**src/rtl/rle_pkg.sv**
```systemverilog
// Shared definitions for the run-length link: symbol width, largest legal run and
// the serializer state encoding.
package rle_pkg;

  localparam int RLE_CNT_W   = 3;
  localparam int RLE_MAX_RUN = 4;

  typedef enum logic [1:0] {
    IDLE,
    ONES,
    ZERO
  } ser_state_t;

endpackage

```
**src/rtl/rle_sym_fifo.sv**
```systemverilog
// Small synchronous symbol FIFO. The head entry is readable combinationally whenever
// the FIFO is not empty. Pushes into a full FIFO and pops from an empty one are ignored.
module rle_sym_fifo
  import rle_pkg::*;
#(
  parameter int WIDTH = RLE_CNT_W,
  parameter int DEPTH = 4
) (
  input  logic             clk,
  input  logic             rst_n,
  input  logic             push,
  input  logic [WIDTH-1:0] din,
  input  logic             pop,
  output logic [WIDTH-1:0] head,
  output logic             full,
  output logic             empty
);

  localparam int AW = $clog2(DEPTH);
  localparam int PW = AW + 1;

  logic [WIDTH-1:0] mem [DEPTH];
  logic [PW-1:0]    wr_ptr_reg;
  logic [PW-1:0]    rd_ptr_reg;
  logic             do_push;
  logic             do_pop;

  // The extra pointer MSB separates "wrapped once" (full) from "equal" (empty).
  assign empty   = (wr_ptr_reg == rd_ptr_reg);
  assign full    = (wr_ptr_reg[AW] != rd_ptr_reg[AW]) &&
                   (wr_ptr_reg[AW-1:0] == rd_ptr_reg[AW-1:0]);
  assign do_push = push && !full;
  assign do_pop  = pop && !empty;
  assign head    = mem[rd_ptr_reg[AW-1:0]];

  always_ff @(posedge clk) begin
    if (!rst_n) begin
      wr_ptr_reg <= '0;
      rd_ptr_reg <= '0;
    end else begin
      if (do_push) wr_ptr_reg <= wr_ptr_reg + PW'(1);
      if (do_pop)  rd_ptr_reg <= rd_ptr_reg + PW'(1);
    end
  end

  always_ff @(posedge clk) begin
    if (do_push) mem[wr_ptr_reg[AW-1:0]] <= din;
  end

endmodule

```
**src/rtl/run_length_serializer.sv**
```systemverilog
// Transmit side of the run-length link: buffers symbols and sends each L as L ones
// followed by a single zero terminator, back-to-back with no idle bubble.
module run_length_serializer
  import rle_pkg::*;
#(
  parameter int CNT_W      = RLE_CNT_W,
  parameter int MAX_RUN    = RLE_MAX_RUN,
  parameter int FIFO_DEPTH = 4
) (
  input  logic             clk,
  input  logic             rst_n,
  input  logic             in_valid,
  output logic             in_ready,
  input  logic [CNT_W-1:0] in_len,
  output logic             a,
  output logic             a_valid,
  output logic             busy,
  output logic             len_err
);

  localparam logic [CNT_W-1:0] MAX_L = CNT_W'(MAX_RUN);

  ser_state_t       state_reg, state_next;
  logic [CNT_W-1:0] cnt_reg, cnt_next;
  logic             a_reg, a_valid_reg, len_err_reg;

  logic             fifo_full;
  logic             fifo_empty;
  logic             fifo_pop;
  logic [CNT_W-1:0] fifo_head;
  logic             accept;
  logic             illegal;

  assign in_ready = !fifo_full;
  assign accept   = in_valid && in_ready;
  assign illegal  = (in_len > MAX_L);

  // Over-long symbols are swallowed here and never reach the buffer.
  rle_sym_fifo #(
    .WIDTH (CNT_W),
    .DEPTH (FIFO_DEPTH)
  ) u_fifo (
    .clk   (clk),
    .rst_n (rst_n),
    .push  (accept && !illegal),
    .din   (in_len),
    .pop   (fifo_pop),
    .head  (fifo_head),
    .full  (fifo_full),
    .empty (fifo_empty)
  );

  always_comb begin
    state_next = state_reg;
    cnt_next   = cnt_reg;
    fifo_pop   = 1'b0;
    case (state_reg)
      IDLE, ZERO: begin
        // A terminator cycle may load the next symbol directly, keeping the line gapless.
        if (!fifo_empty) begin
          fifo_pop = 1'b1;
          if (fifo_head != '0) begin
            state_next = ONES;
            cnt_next   = fifo_head - CNT_W'(1);
          end else begin
            state_next = ZERO;
            cnt_next   = '0;
          end
        end else begin
          state_next = IDLE;
        end
      end
      ONES: begin
        if (cnt_reg == '0) state_next = ZERO;
        else               cnt_next   = cnt_reg - CNT_W'(1);
      end
      default: state_next = IDLE;
    endcase
  end

  always_ff @(posedge clk) begin
    if (!rst_n) begin
      state_reg   <= IDLE;
      cnt_reg     <= '0;
      a_reg       <= 1'b0;
      a_valid_reg <= 1'b0;
      len_err_reg <= 1'b0;
    end else begin
      state_reg   <= state_next;
      cnt_reg     <= cnt_next;
      a_reg       <= (state_next == ONES);
      a_valid_reg <= (state_next != IDLE);
      len_err_reg <= accept && illegal;
    end
  end

  assign a       = a_reg;
  assign a_valid = a_valid_reg;
  assign len_err = len_err_reg;
  assign busy    = (state_reg != IDLE) || !fifo_empty;

endmodule

```
**config.mk**
```make
export PLATFORM = sky130hd
export DESIGN_NAME = run_length_serializer
export DESIGN_NICKNAME = d
export VERILOG_FILES = /design/src/rtl/rle_pkg.sv /design/src/rtl/rle_sym_fifo.sv /design/src/rtl/run_length_serializer.sv
export SDC_FILE = /design/constraint.sdc
export NUM_CORES = 1
export LEC_CHECK = 0
export CORE_MARGIN = 8
export CORE_UTILIZATION = 60
export DETAILED_ROUTE_END_ITERATION = 6
export GPL_TIMING_DRIVEN = 0
export MAX_ROUTING_LAYER = met4
export PLACE_DENSITY = 0.91
export SLEW_MARGIN = 20
export SYNTH_ARGS = -nofsm -noshare
export SYNTH_HDL_FRONTEND = slang
export SYNTH_SLANG_ARGS = --single-unit
```
**constraint.sdc**
```tcl
create_clock -name clk -period 3.8 [get_ports clk]
set_input_delay 0.76 -clock clk [delete_from_list [all_inputs] [get_ports clk]]
set_output_delay 0.76 -clock clk [all_outputs]
set_load 0.01 [all_outputs]
```
# Word level (Yosys, flattened, before mapping)
# Memory sizes are Yosys's and may differ from the RTL's. A register that Yosys moved wholly into a read port is not among the register bits.
# Cells that the tools add are included.
[totals]
reg_bits = 14
ramBits = 12
inputBits = 6
wordCells = 53
n_memories = 1
[op_classes]
n_addsub = 4
magnitude_cmp = 1
n_eq_ne = 8
mux = 14
n_reduce_logical = 18
[mem_list]
columns = ["name", "words", "word_bits", "rd", "rd_ports_with_merged_regs", "wr", "line", "rtl"]
rows = [
  ["u_fifo.mem", 4, 3, 1, 1, 1, "rle_sym_fifo.sv:22", "logic [WIDTH-1:0] mem [DEPTH];"],
]
[ops]
columns = ["cell", "n"]
rows = [
  ["2-to-1 mux 2 bit", 5],
  ["2-to-1 mux 3 bit", 3],
  ["adder 3 x 1 -> 3 bit, second input constant", 2],
  ["logical AND 1 bit", 6],
  ["one-hot mux 3 bit (2 select lines)", 1],
  ["nonzero test 2 bit", 3],
  ["subtractor 3 x 1 -> 3 bit, second input constant", 2],
  ["equality test 2 x 1 -> 1 bit, second input constant", 2],
  ["2-to-1 mux 1 bit", 4],
  ["inequality test 2 bit, second input constant", 2],
  ["one-hot mux 2 bit (2 select lines)", 1],
  ["equality test 3 bit", 1],
  ["> comparator 3 bit, second input constant", 1],
  ["logical NOT 1 bit", 3],
  ["logical NOT 3 bit", 1],
  ["AND reduction 3 bit", 1],
  ["nonzero test 3 bit", 1],
  ["equality test 2 bit", 1],
  ["equality test 2 bit, second input constant", 1],
  ["logical NOT 2 bit", 1],
  ["OR reduction 2 bit", 1],
  ["logical OR 1 bit", 1],
  ["inequality test 1 bit", 1],
]

# Depth between registers and ports, before layout
# Gate-level depths: netlist of run 1.
[logic_depth]
ltp_word = 8
ltp_mapped = 8
mapped_depth_nobuf = 8

# Cells and area by module
# Synthesis of run 1 repeated with hierarchy kept, for this count alone.
[hier_totals]
hier_cells = 134
hier_area_um2 = 1446.4
[by_module_without_submodules]
columns = ["module", "instances", "cells_each", "area_each_um2", "seq_area_each_um2"]
rows = [
  ["rle_sym_fifo", 1, 83, 1002.2, 520.5],
  ["run_length_serializer", 1, 51, 444.2, 160.2],
]

# Worst setup path before layout of run 1
# OpenSTA, ideal clock, no wires.
[synth_timing]
path_type = "reg2reg"
from = "reg (tool-made name)"
to = "reg cnt_reg[2]"
setup_ns = 0.122
arrival_time_ns = 1.721
t_required_ns = 3.678
slack_ns = 1.957
path_stages_with_launch = 9
n_path_buf = 0
period_less_slack_ns = 1.843
path_cell_list = "dfxtp_1 > mux4_2 > inv_1 > ha_1 > inv_1 > ha_1 > mux2_2 > o211ai_1 > o21ai_1"
[synth_lines]
columns = ["element", "line", "rtl"]
rows = [
  ["end signal: assignment", "run_length_serializer.sv:90", "cnt_reg <= cnt_next;"],
  ["end: declaration", "run_length_serializer.sv:24", "logic [CNT_W-1:0] cnt_reg, cnt_next;"],
]

# Worst setup path after layout of run 1
[layout_timing]
from = "reg u_fifo.rd_ptr_reg[1]"
to = "out in_ready"
[layout_via]
elab_chain_len = 3
[layout_lines]
columns = ["element", "line", "rtl"]
rows = [
  ["start: declaration", "rle_sym_fifo.sv:24", "logic [PW-1:0] rd_ptr_reg;"],
  ["start signal: assignment", "rle_sym_fifo.sv:42", "if (do_pop) rd_ptr_reg <= rd_ptr_reg + PW'(1);"],
  ["equality test 2 bit", "rle_sym_fifo.sv:31", "(wr_ptr_reg[AW-1:0] == rd_ptr_reg[AW-1:0]);"],
  ["logical AND 1 bit", "rle_sym_fifo.sv:30", "assign full = (wr_ptr_reg[AW] != rd_ptr_reg[AW]) &&"],
  ["logical NOT 1 bit", "run_length_serializer.sv:34", "assign in_ready = !fifo_full;"],
  ["end: declaration", "run_length_serializer.sv:13", "output logic in_ready,"],
]
# Every way passes these cells.

==> run metrics, run 1 <==
combinational group share of total power 0.434; synthesized flop and latch total 28; Cells after DPL between 100 and 150; initial antenna violation count 0; startpoint class of the critical path flip-flop; Worst-Margin Slew between 800 and 900 ps; Largest register FFs 12; layout cells sized above 1 0.0894; # Post-CTS Setup Buffers 0; post-route insts no fill ~150; Post-synth top cells 16 x dfxtp_1, 12 x edfxtp_1, 10 x ha_1; clock power share 0.130; CP endpoint kind output port; Post-synth EDFFs 12; WP data required slightly above 3000 ps; Net Count, Synth 126; I/O pin cnt 11; RSZ-0062 raised after global routing false; max_cap viols 0; root buffer selected by CTS clkbuf_4; Worst Path Buf+Inv 1; async set-reset flop share out of synthesis 0; vias 831; Routed Antenna Nets 0; Detailed Place HPWL about 1800 microns; Final Wtd Congestion between 0.8 and 0.9; number of buffers created by CTS 3; setup_tns 0 ps; cell family with most CP delay buffers and inverters; CP peak stage delay around 510 ps; synthesis-to-layout area growth 11.4%; hold_buf cts 0; Hold EP cnt_reg[0]$_SDFFE_PN0P_; post-synthesis cell count between 100 and 150; static leakage ~0.00057 uW; die width 63.0 microns; Final Routed Wirelength around 2300 microns; post-synthesis sequential area ratio 0.514; met3 Use GR 0.0305; met1 GRT Util 0.136; Int Pwr ~600 uW; n_diodes 0; Final setup viols 0; most used routing layer met2; Initial Utilization 0.617; mapped cell area around 1300 sq um; top cell type by total area after synthesis edfxtp_1; Worst VDD drop approximately 0.00043 V; share of the synthesized area in the top cell type 0.272; GRT met2 Usage 0.228; Final nets 140; Netlist cell types 35; pin count of the biggest net entering global routing 16; GRT Total Usage 0.129; minimum clock period ~2600 ps; hold_sp cnt_reg[0]$_SDFFE_PN0P_; core area ~2100 sq um; Hold WC Path Type reg2reg; final hold vios 0; Synth Flop Type dfxtp_1; outcome complete, no violations; fmax between 300 and 400 MHz; CTS H-tree lvls 1; clk_skew 2.50 ps; Reg clk slew, reported paths around 140 ps; dpl cell area approximately 1500 sq um; critical path startpoint u_fifo.rd_ptr_reg[1]$_SDFFE_PN0P_; DRT iter0 DRCs 25; Reg2Reg Depth 8; crit-path cells xnor2_1, nand3_1, clkdlybuf4s50_1; CTS sink cnt 28; Slew Limit Fails 0; NetSw about 320 uW; Row Count 17; critical path's slowest cell clkdlybuf4s50_1; CTS tree built; die height 63.0 microns; yosys warns 0; CP arrival between 1500 and 2000 ps; count leader, synth dfxtp_1; critical-path maximum fanout 5; PortBufs 9; Worst Hold Depth 2; Skew-Pair Late Insertion Delay roughly 320 ps; switch share 0.342; stages on the worst setup path 3; full die area between 3000 and 4000 sq um; final core utilization 0.687; WS Path Type reg2out; reg2reg setup slack 1820 ps; register share of total power 0.436; Design Area, Final around 1500 sq um; period utilization 0.674; Residual DRC 0; GRT overflow 0; global-route wire length before repair slightly above 4000 microns; syn avg cell area approximately 12 sq um; WL per Instance 15.4 microns; post-CTS sizing 0; PD cells approximately 630 nW/um^2; clk buf depth 2; vias in the first global route between 900 and 1000; drt pass-1 iters 4; DR vias/cell between 5 and 6; FF-to-FF End cnt_reg[2]$_SDFFE_PN0P_; Synth area leaders edfxtp_1 27%, dfxtp_1 24%, ha_1 9.4%; Slew HR 0.461
power groups by stage:
| stage | clock network [uW] | logic, uW | registers [uW] |
|---|---|---|---|
| floorplan | 0 | 290 | 413 |
| global placement | 0 | 384 | 412 |
| detailed placement | 0 | 408 | 416 |
| CTS | 124 | 410 | 409 |
| global route | 136 | 451 | 417 |
| finish | 121 | 406 | 408 |
tightest hold or removal path: cells and delay by family (launching register included):
family	cells	cell delay, ps
flip-flops	1	340
AND/OR/NAND/NOR	1	60
AO/OA/AOI/OAI	1	70
per-layer routing:
layer  part of all wire  vias to the layer above
met5                  0                        -
met4              0.014                        0
met3              0.024                        5
met2               0.52                       10
met1               0.45                      403
li1                   -                      413
layout make-up:
class                           instances  area (sq um)
Sequential cell                        28           681
Fill cell                             156           672
Multi-Input combinational cell         70           596
Timing Repair Buffer                    9          90.1
Tap cell                               28          35.0
Inverter                                9          33.8
Clock buffer                            3          22.5
Buffer                                  3          15.0
Clock inverter                          1          3.75
layout by cell type, fill, tap and decap left out, types with 2 or more instances in the layout:
master and instances:
o22ai_1 2, mux2i_1 2, o21a_1 4, and2_1 7, clkbuf_4 3, nor2b_1 6, ha_1 10, inv_1 9
dfxtp_1 16, xnor2_1 3, clkdlybuf4s50_1 9, nand2_1 7, mux4_2 3, nand2b_1 2, edfxtp_1 12, nor2_1 3
xor2_1 3, nand3_1 2
worst max-delay path by stage:
stage | endpoint
after floorplan | cnt_reg[2]$_SDFFE_PN0P_
after global placement | u_fifo.wr_ptr_reg[2]$_SDFFE_PN0P_
after detailed placement | u_fifo.mem[0][2]$_DFFE_PP_
after CTS | in_ready
after global routing | in_ready
final | in_ready
through the flow:
step / hold slack (ps) / setup WS [ps] / power (uW)
floorplan: 442 / 1960 / 702
global placement: 455 / 1270 / 796
detailed placement: 487 / 1190 / 824
CTS: 505 / 1230 / 943
global route: 531 / 1120 / 1000
finish: 502 / 1240 / 936
cell families (layout without fill, tap and decap cells):
| family | after synthesis | in the layout | share of synthesized area |
|---|---|---|---|
| simple gates | 30 | 30 | 0.123 |
| flops | 28 | 28 | 0.514 |
| compound gates | 17 | 17 | 0.106 |
| buf+inv | 12 | 25 | 0.0368 |
| fa+ha+maj | 10 | 10 | 0.0944 |
| xor+xnor | 7 | 7 | 0.0519 |
| mux | 6 | 6 | 0.0746 |
No activity file was read; power rests on OpenSTA's default activity.
==> inputs of run 2 (changes only) <==
--- a/config.mk
+++ b/config.mk
@@ -6,11 +6,11 @@
 export NUM_CORES = 1
 export LEC_CHECK = 0
 export CORE_MARGIN = 8
-export CORE_UTILIZATION = 60
+export CORE_UTILIZATION = 50
 export DETAILED_ROUTE_END_ITERATION = 6
 export GPL_TIMING_DRIVEN = 0
 export MAX_ROUTING_LAYER = met4
-export PLACE_DENSITY = 0.91
+export PLACE_DENSITY = 0.82
 export SLEW_MARGIN = 20
 export SYNTH_ARGS = -nofsm -noshare
 export SYNTH_HDL_FRONTEND = slang
==> constraint.sdc (replaced) <==
create_clock -name clk -period 2.2 [get_ports clk]
set_input_delay 0.44 -clock clk [delete_from_list [all_inputs] [get_ports clk]]
set_output_delay 0.44 -clock clk [all_outputs]
set_load 0.01 [all_outputs]
==> run 2 against run 1 <==
Utilization shrank 7.3 points. Clock skew shrank 0.76 ps. Sequential power grew 74%. First-iteration DRC count grew 16%. Via count grew 2.6%. Clock power grew to 2.8 times the previous value. Global-route usage shrank 0.95 points. Final cell count grew 2.6%. Die area grew 15%. Hold slack lost 3.5 ps. Power grew 90%. Sequential cell count is the same. Largest power group is now combinational logic.
==> run metrics, run 2 (synthesized netlist as in run 1, its figures left out) <==
setup ws final 7.46 ps (-1230 ps); Final setup viols 0 (unchanged); final hold vios 0 (unchanged); Final nets 142 (+1.4%); Reg clk slew, reported paths 150 ps (about the same); max_cap viols 0 (unchanged); Skew-Pair Late Insertion Delay 330 ps (about the same); commonest cells after routing, fill and taps aside 16 x dfxtp_1, 12 x edfxtp_1, 10 x ha_1, 9 x inv_1, 9 x clkdlybuf4s50_1; vias 853 (+2.6%); register share of total power 0.400 (-0.036); startpoint class of the critical path flip-flop; switch share 0.323 (-0.0192); pin count of the biggest net entering global routing 17 (+1); DRT iter0 DRCs 29 (+16%); minimum clock period 2190 ps; # fillers 200 (+28%); PD cells 1160 nW/um^2 (+83%); full die area 4550 sq um (+15%); period utilization 0.997; WL per Instance 16.2 microns (+4.9%); Detailed Place HPWL 1710 microns (-7.2%); final core utilization 0.614 (-0.0731); die height 67.5 microns (+7.1%); combinational group share of total power 0.412 (-0.022); clk buf depth 2 (unchanged); vias in the first global route 874 (-6.9%); CTS H-tree lvls 1 (unchanged); Routed Antenna Nets 0 (unchanged); Largest register FFs 12 (unchanged); Row Count 18 (+1); outcome complete, no violations; clk_skew 1.74 ps (-0.760 ps); Initial Utilization 0.530 (-0.0867); die width 67.5 microns (+7.1%); global-route wire length before repair 3980 microns (-2.2%); commonest non-fill, non-tap cell in the layout dfxtp_1; number of buffers created by CTS 3 (unchanged); Slew HR 0.439 (-0.0222); GRT overflow 0 (unchanged); GRT Total Usage 0.120 (-0.00946); I/O pin cnt 11 (unchanged); CTS sink cnt 28 (unchanged); Post-Place Setup Slack -75.7 ps (-1270 ps); Final Wtd Congestion 0.763 (-5.7%); Residual DRC 0 (unchanged); CP arrival 1750 ps (-50 ps); Worst-Margin Slew 836 ps (+33.1 ps); CTS tree built; DR vias/cell 5.50 (about the same); layout cells sized above 1 0.128 (+0.0386); Final Routed Wirelength 2510 microns (+7.7%); CP endpoint kind output port; static leakage 0.000593 uW (+4.0%); WS Path Type reg2out; WP data required 1760 ps (-1280 ps); clock power share 0.188 (+0.058); fmax approximately 460 MHz; critical-path maximum fanout 5 (unchanged); drt pass-1 iters 4 (unchanged); synthesis-to-layout area growth 15.9%; initial antenna violation count 0 (unchanged); n_diodes 0 (unchanged); NetSw 575 uW (+80%); Int Pwr 1200 uW (+96%); PortBufs 9 (unchanged); root buffer selected by CTS clkbuf_4; Hold WC Path Type reg2reg; Worst VDD drop 0.000733 V (+72%); core area 2500 sq um (+16%); Slew Limit Fails 0 (unchanged)
-- run 2: worst paths after layout --
check	from	to	slack [ps]	cells after the start
worst max register to register	flip-flop	cnt_reg[2]$_SDFFE_PN0P_	210	8
worst min-delay path	cnt_reg[0]$_SDFFE_PN0P_	cnt_reg[0]$_SDFFE_PN0P_	500	2
worst min register to register	cnt_reg[0]$_SDFFE_PN0P_	cnt_reg[0]$_SDFFE_PN0P_	500	2
worst max-delay path	u_fifo.wr_ptr_reg[1]$_SDFFE_PN0P_	busy	7	3
-- run 2: final cells by class --
class / count / area (sq um) / share of cell area
tap: 30 / 37.5 / 0.0244
multi-input combinational: 70 / 611 / 0.398
timing repair buffer: 11 / 105 / 0.0685
buffer: 3 / 15.0 / 0.00978
sequential: 28 / 681 / 0.443
inverter: 9 / 33.8 / 0.0220
clock buffer: 3 / 22.5 / 0.0147
clock inverter: 1 / 30.0 / 0.0196
-- run 2: routing by layer --
metal / GRT usage / wire, microns
met5: - / 0
met4: 0.0627 / 82
met3: 0.0248 / 84
met2: 0.199 / 1270
met1: 0.132 / 1070
-- run 2: timing repair --
item                       4_1_cts  5_1_grt
hold buffers                     0        0
gates resized for setup          1        1
pin swaps                        0        1
setup endpoints to repair        2        1
buffers inserted                 0        2
-- run 2: power by group through the flow --
stage          clock network (uW)  registers [uW]  logic, uW
2_1_floorplan                   0             713        500
4_1_cts                       344             710        700
3_5_place_dp                    0             719        685
6_report                      334             711        734
5_1_grt                       363             722        814
3_3_place_gp                    0             713        669
-- run 2: critical path: stages, from the launching register on --
cell and delay (ps):
dfxtp_1 410, xnor2_2 320, nand4_1 180, clkdlybuf4s50_1 510
-- run 2: per-stage QoR --
stage	hold WS, ps	cell area, sq um	instances	power, uW	TNS [ps]
global route	514	1540	155	1900	-63.9
finish	498	1540	155	1780	0
floorplan	442	1330	110	1210	0
detailed placement	477	1450	149	1400	-551
global placement	458	1450	149	1380	-15.3
CTS	489	1510	153	1750	0
==> inputs of run 3 (changes only) <==
--- a/config.mk
+++ b/config.mk
@@ -11,6 +11,7 @@
 export GPL_TIMING_DRIVEN = 0
 export MAX_ROUTING_LAYER = met4
 export PLACE_DENSITY = 0.82
+export REMOVE_ABC_BUFFERS = 1
 export SLEW_MARGIN = 20
 export SYNTH_ARGS = -nofsm -noshare
 export SYNTH_HDL_FRONTEND = slang
==> run 3 against run 2 <==
Combinational power is 6.7% lower. Global-route usage is 0.93 points lower. Routed wire length is 12% lower. Setup slack better by 110 ps. Sequential power hardly changed. Critical path depth stayed put. Largest cell class unchanged. Clock skew is 6.5 ps higher. Highest routed layer unchanged. Clock-buffer cell count stayed put. Maximum frequency is 5.0% higher. Sequential cell count stayed put.
==> run metrics, run 3 (synthesized netlist as in run 1, its figures left out) <==
outcome complete, no violations; NetSw 557 uW (-3.1%); max_cap viols 0 (unchanged); layout cells sized above 1 0.116 (-0.0123); WS Path Type reg2out; Slew HR 0.469 (+0.0298); minimum clock period 2090 ps (-105 ps); root buffer selected by CTS clkbuf_4; pin count of the biggest net entering global routing 20 (+3); reg2reg setup slack 230 ps (+20 ps); synthesis-to-layout area growth 15.3%; # fillers 189 (-5.5%); Routed Antenna Nets 0 (unchanged); final hold slack 483 ps (-15.3 ps); GRT Total Usage 0.110 (-0.00933); critical path's slowest cell clkdlybuf4s50_1; Hold WC Path Type reg2reg; Worst VDD drop 0.000827 V (+13%); DR vias/cell 5.44 (-1.2%); Reg2Reg Depth 8 (unchanged); crit-path cells xnor2_2, nand3_1, clkdlybuf4s50_1; PortBufs 10 (+1); critical-path maximum fanout 5 (unchanged); clock power share 0.195 (+0.007); Worst-Margin Slew 791 ps (-44.4 ps); I/O pin cnt 11 (unchanged); WL per Instance 14.6 microns (-10%); Skew-Pair Late Insertion Delay 330 ps (about the same); Largest register FFs 12 (unchanged); n_diodes 0 (unchanged); number of buffers created by CTS 3 (unchanged); setup_tns 0 ps (unchanged); Final Wtd Congestion 0.750 (-1.8%); Worst Hold Depth 2 (unchanged); Detailed Place HPWL 1680 microns (-1.8%); Reg clk slew, reported paths 140 ps (about the same); die width 67.5 microns (unchanged); Final Routed Wirelength 2200 microns (-12%); PD cells 1130 nW/um^2 (-2.1%); CP endpoint kind output port; vias 821 (-3.8%); static leakage 0.000582 uW (-1.8%); setup ws final 113 ps (+105 ps); vias in the first global route 832 (-4.8%); commonest non-fill, non-tap cell in the layout dfxtp_1; startpoint class of the critical path flip-flop; Residual DRC 0 (unchanged); period utilization 0.949 (-0.0478); register share of total power 0.410 (+0.010); switch share 0.322 (-0.00163); core area 2500 sq um (unchanged); commonest cells after routing, fill and taps aside 15 x dfxtp_1, 12 x edfxtp_1, 10 x ha_1, 10 x clkdlybuf4s50_1, 9 x inv_1; CTS sink cnt 28 (unchanged); # Post-CTS Setup Buffers 0 (unchanged); full die area 4550 sq um (unchanged); Post-Place Setup Slack -49.4 ps (+26.2 ps); initial antenna violation count 0 (unchanged); clk buf depth 2 (unchanged); CTS H-tree lvls 1 (unchanged); FF-to-FF End cnt_reg[2]$_SDFFE_PN0P_; fmax 479 MHz (+5.0%); hold_sp cnt_reg[2]$_SDFFE_PN0P_; CP arrival 1650 ps (-100 ps); Final setup viols 0 (unchanged); final hold vios 0 (unchanged); WP data required 1760 ps (about the same); clk_skew 8.24 ps (+6.50 ps); Int Pwr 1180 uW (-2.4%); Hold EP cnt_reg[2]$_SDFFE_PN0P_; Slew Limit Fails 0 (unchanged); hold_buf cts 0 (unchanged); Initial Utilization 0.530 (unchanged); global-route wire length before repair 3690 microns (-7.3%); die height 67.5 microns (unchanged); Final nets 138 (-2.8%); Row Count 18 (unchanged); GRT overflow 0 (unchanged); combinational group share of total power 0.395 (-0.017); DRT iter0 DRCs 28 (-3.4%); CP peak stage delay 500 ps (about the same); RSZ-0062 raised after global routing false; CTS tree built; drt pass-1 iters 4 (unchanged)
## run 3: repair_timing
item / in CTS / in global routing
gates resized for setup: 1 / 3
endpoints found under the setup margin: 2 / 2
pin swaps: 0 / 1
## run 3: metrics by stage
step / instances / cell area (sq um) / power [uW] / utilization
after floorplan: 107 / 1310 / 1190 / -
after global placement: 147 / 1450 / 1350 / 0.579
after detailed placement: 147 / 1450 / 1390 / 0.579
after CTS: 151 / 1510 / 1730 / 0.603
after global routing: 151 / 1530 / 1840 / 0.611
final: 151 / 1530 / 1730 / 0.611
## run 3: layout make-up
| class | count | area, sq um | share of cell area |
|---|---|---|---|
| well taps | 30 | 37.5 | 0.0246 |
| repair buffers | 10 | 100 | 0.0655 |
| flip-flops and latches | 28 | 682 | 0.446 |
| inverters | 9 | 33.8 | 0.0221 |
| clock inverters | 1 | 30.0 | 0.0197 |
| clock buffers | 3 | 22.5 | 0.0147 |
| multi-input cells | 70 | 622 | 0.407 |
## run 3: power by group through the flow
stage / registers, uW / logic, uW / clock network, uW
after floorplan: 713 / 476 / 0
after global placement: 712 / 643 / 0
after detailed placement: 719 / 673 / 0
after CTS: 707 / 683 / 343
after global routing: 725 / 753 / 362
final: 711 / 685 / 337
## run 3: worst max path at each step
stage	from	endpoint	slack, ps	cells after the start
global route	u_fifo.rd_ptr_reg[0]$_SDFFE_PN0P_	in_ready	9	3
detailed placement	in_len[1]	u_fifo.wr_ptr_reg[2]$_SDFFE_PN0P_	-50	5
CTS	u_fifo.wr_ptr_reg[0]$_SDFFE_PN0P_	busy	70	3
global placement	in_len[0]	u_fifo.wr_ptr_reg[2]$_SDFFE_PN0P_	-20	5
finish	u_fifo.rd_ptr_reg[0]$_SDFFE_PN0P_	in_ready	110	3
floorplan	flip-flop	cnt_reg[2]$_SDFFE_PN0P_	360	8
## run 3: per-layer routing
metal  part of all wire  global-route usage  vias up
met5                  0                   -        -
met4              0.016              0.0548        0
met3              0.040              0.0298        4
met2               0.51               0.182       14
met1               0.43               0.120      395
li1                   -                   -      408
## run 3: worst max-delay path, delay by kind of cell, from the launching register on
family | cells | cell delay [ps]
simple gates | 1 | 140
flops | 1 | 380
buf+inv | 1 | 500
xor+xnor | 1 | 300
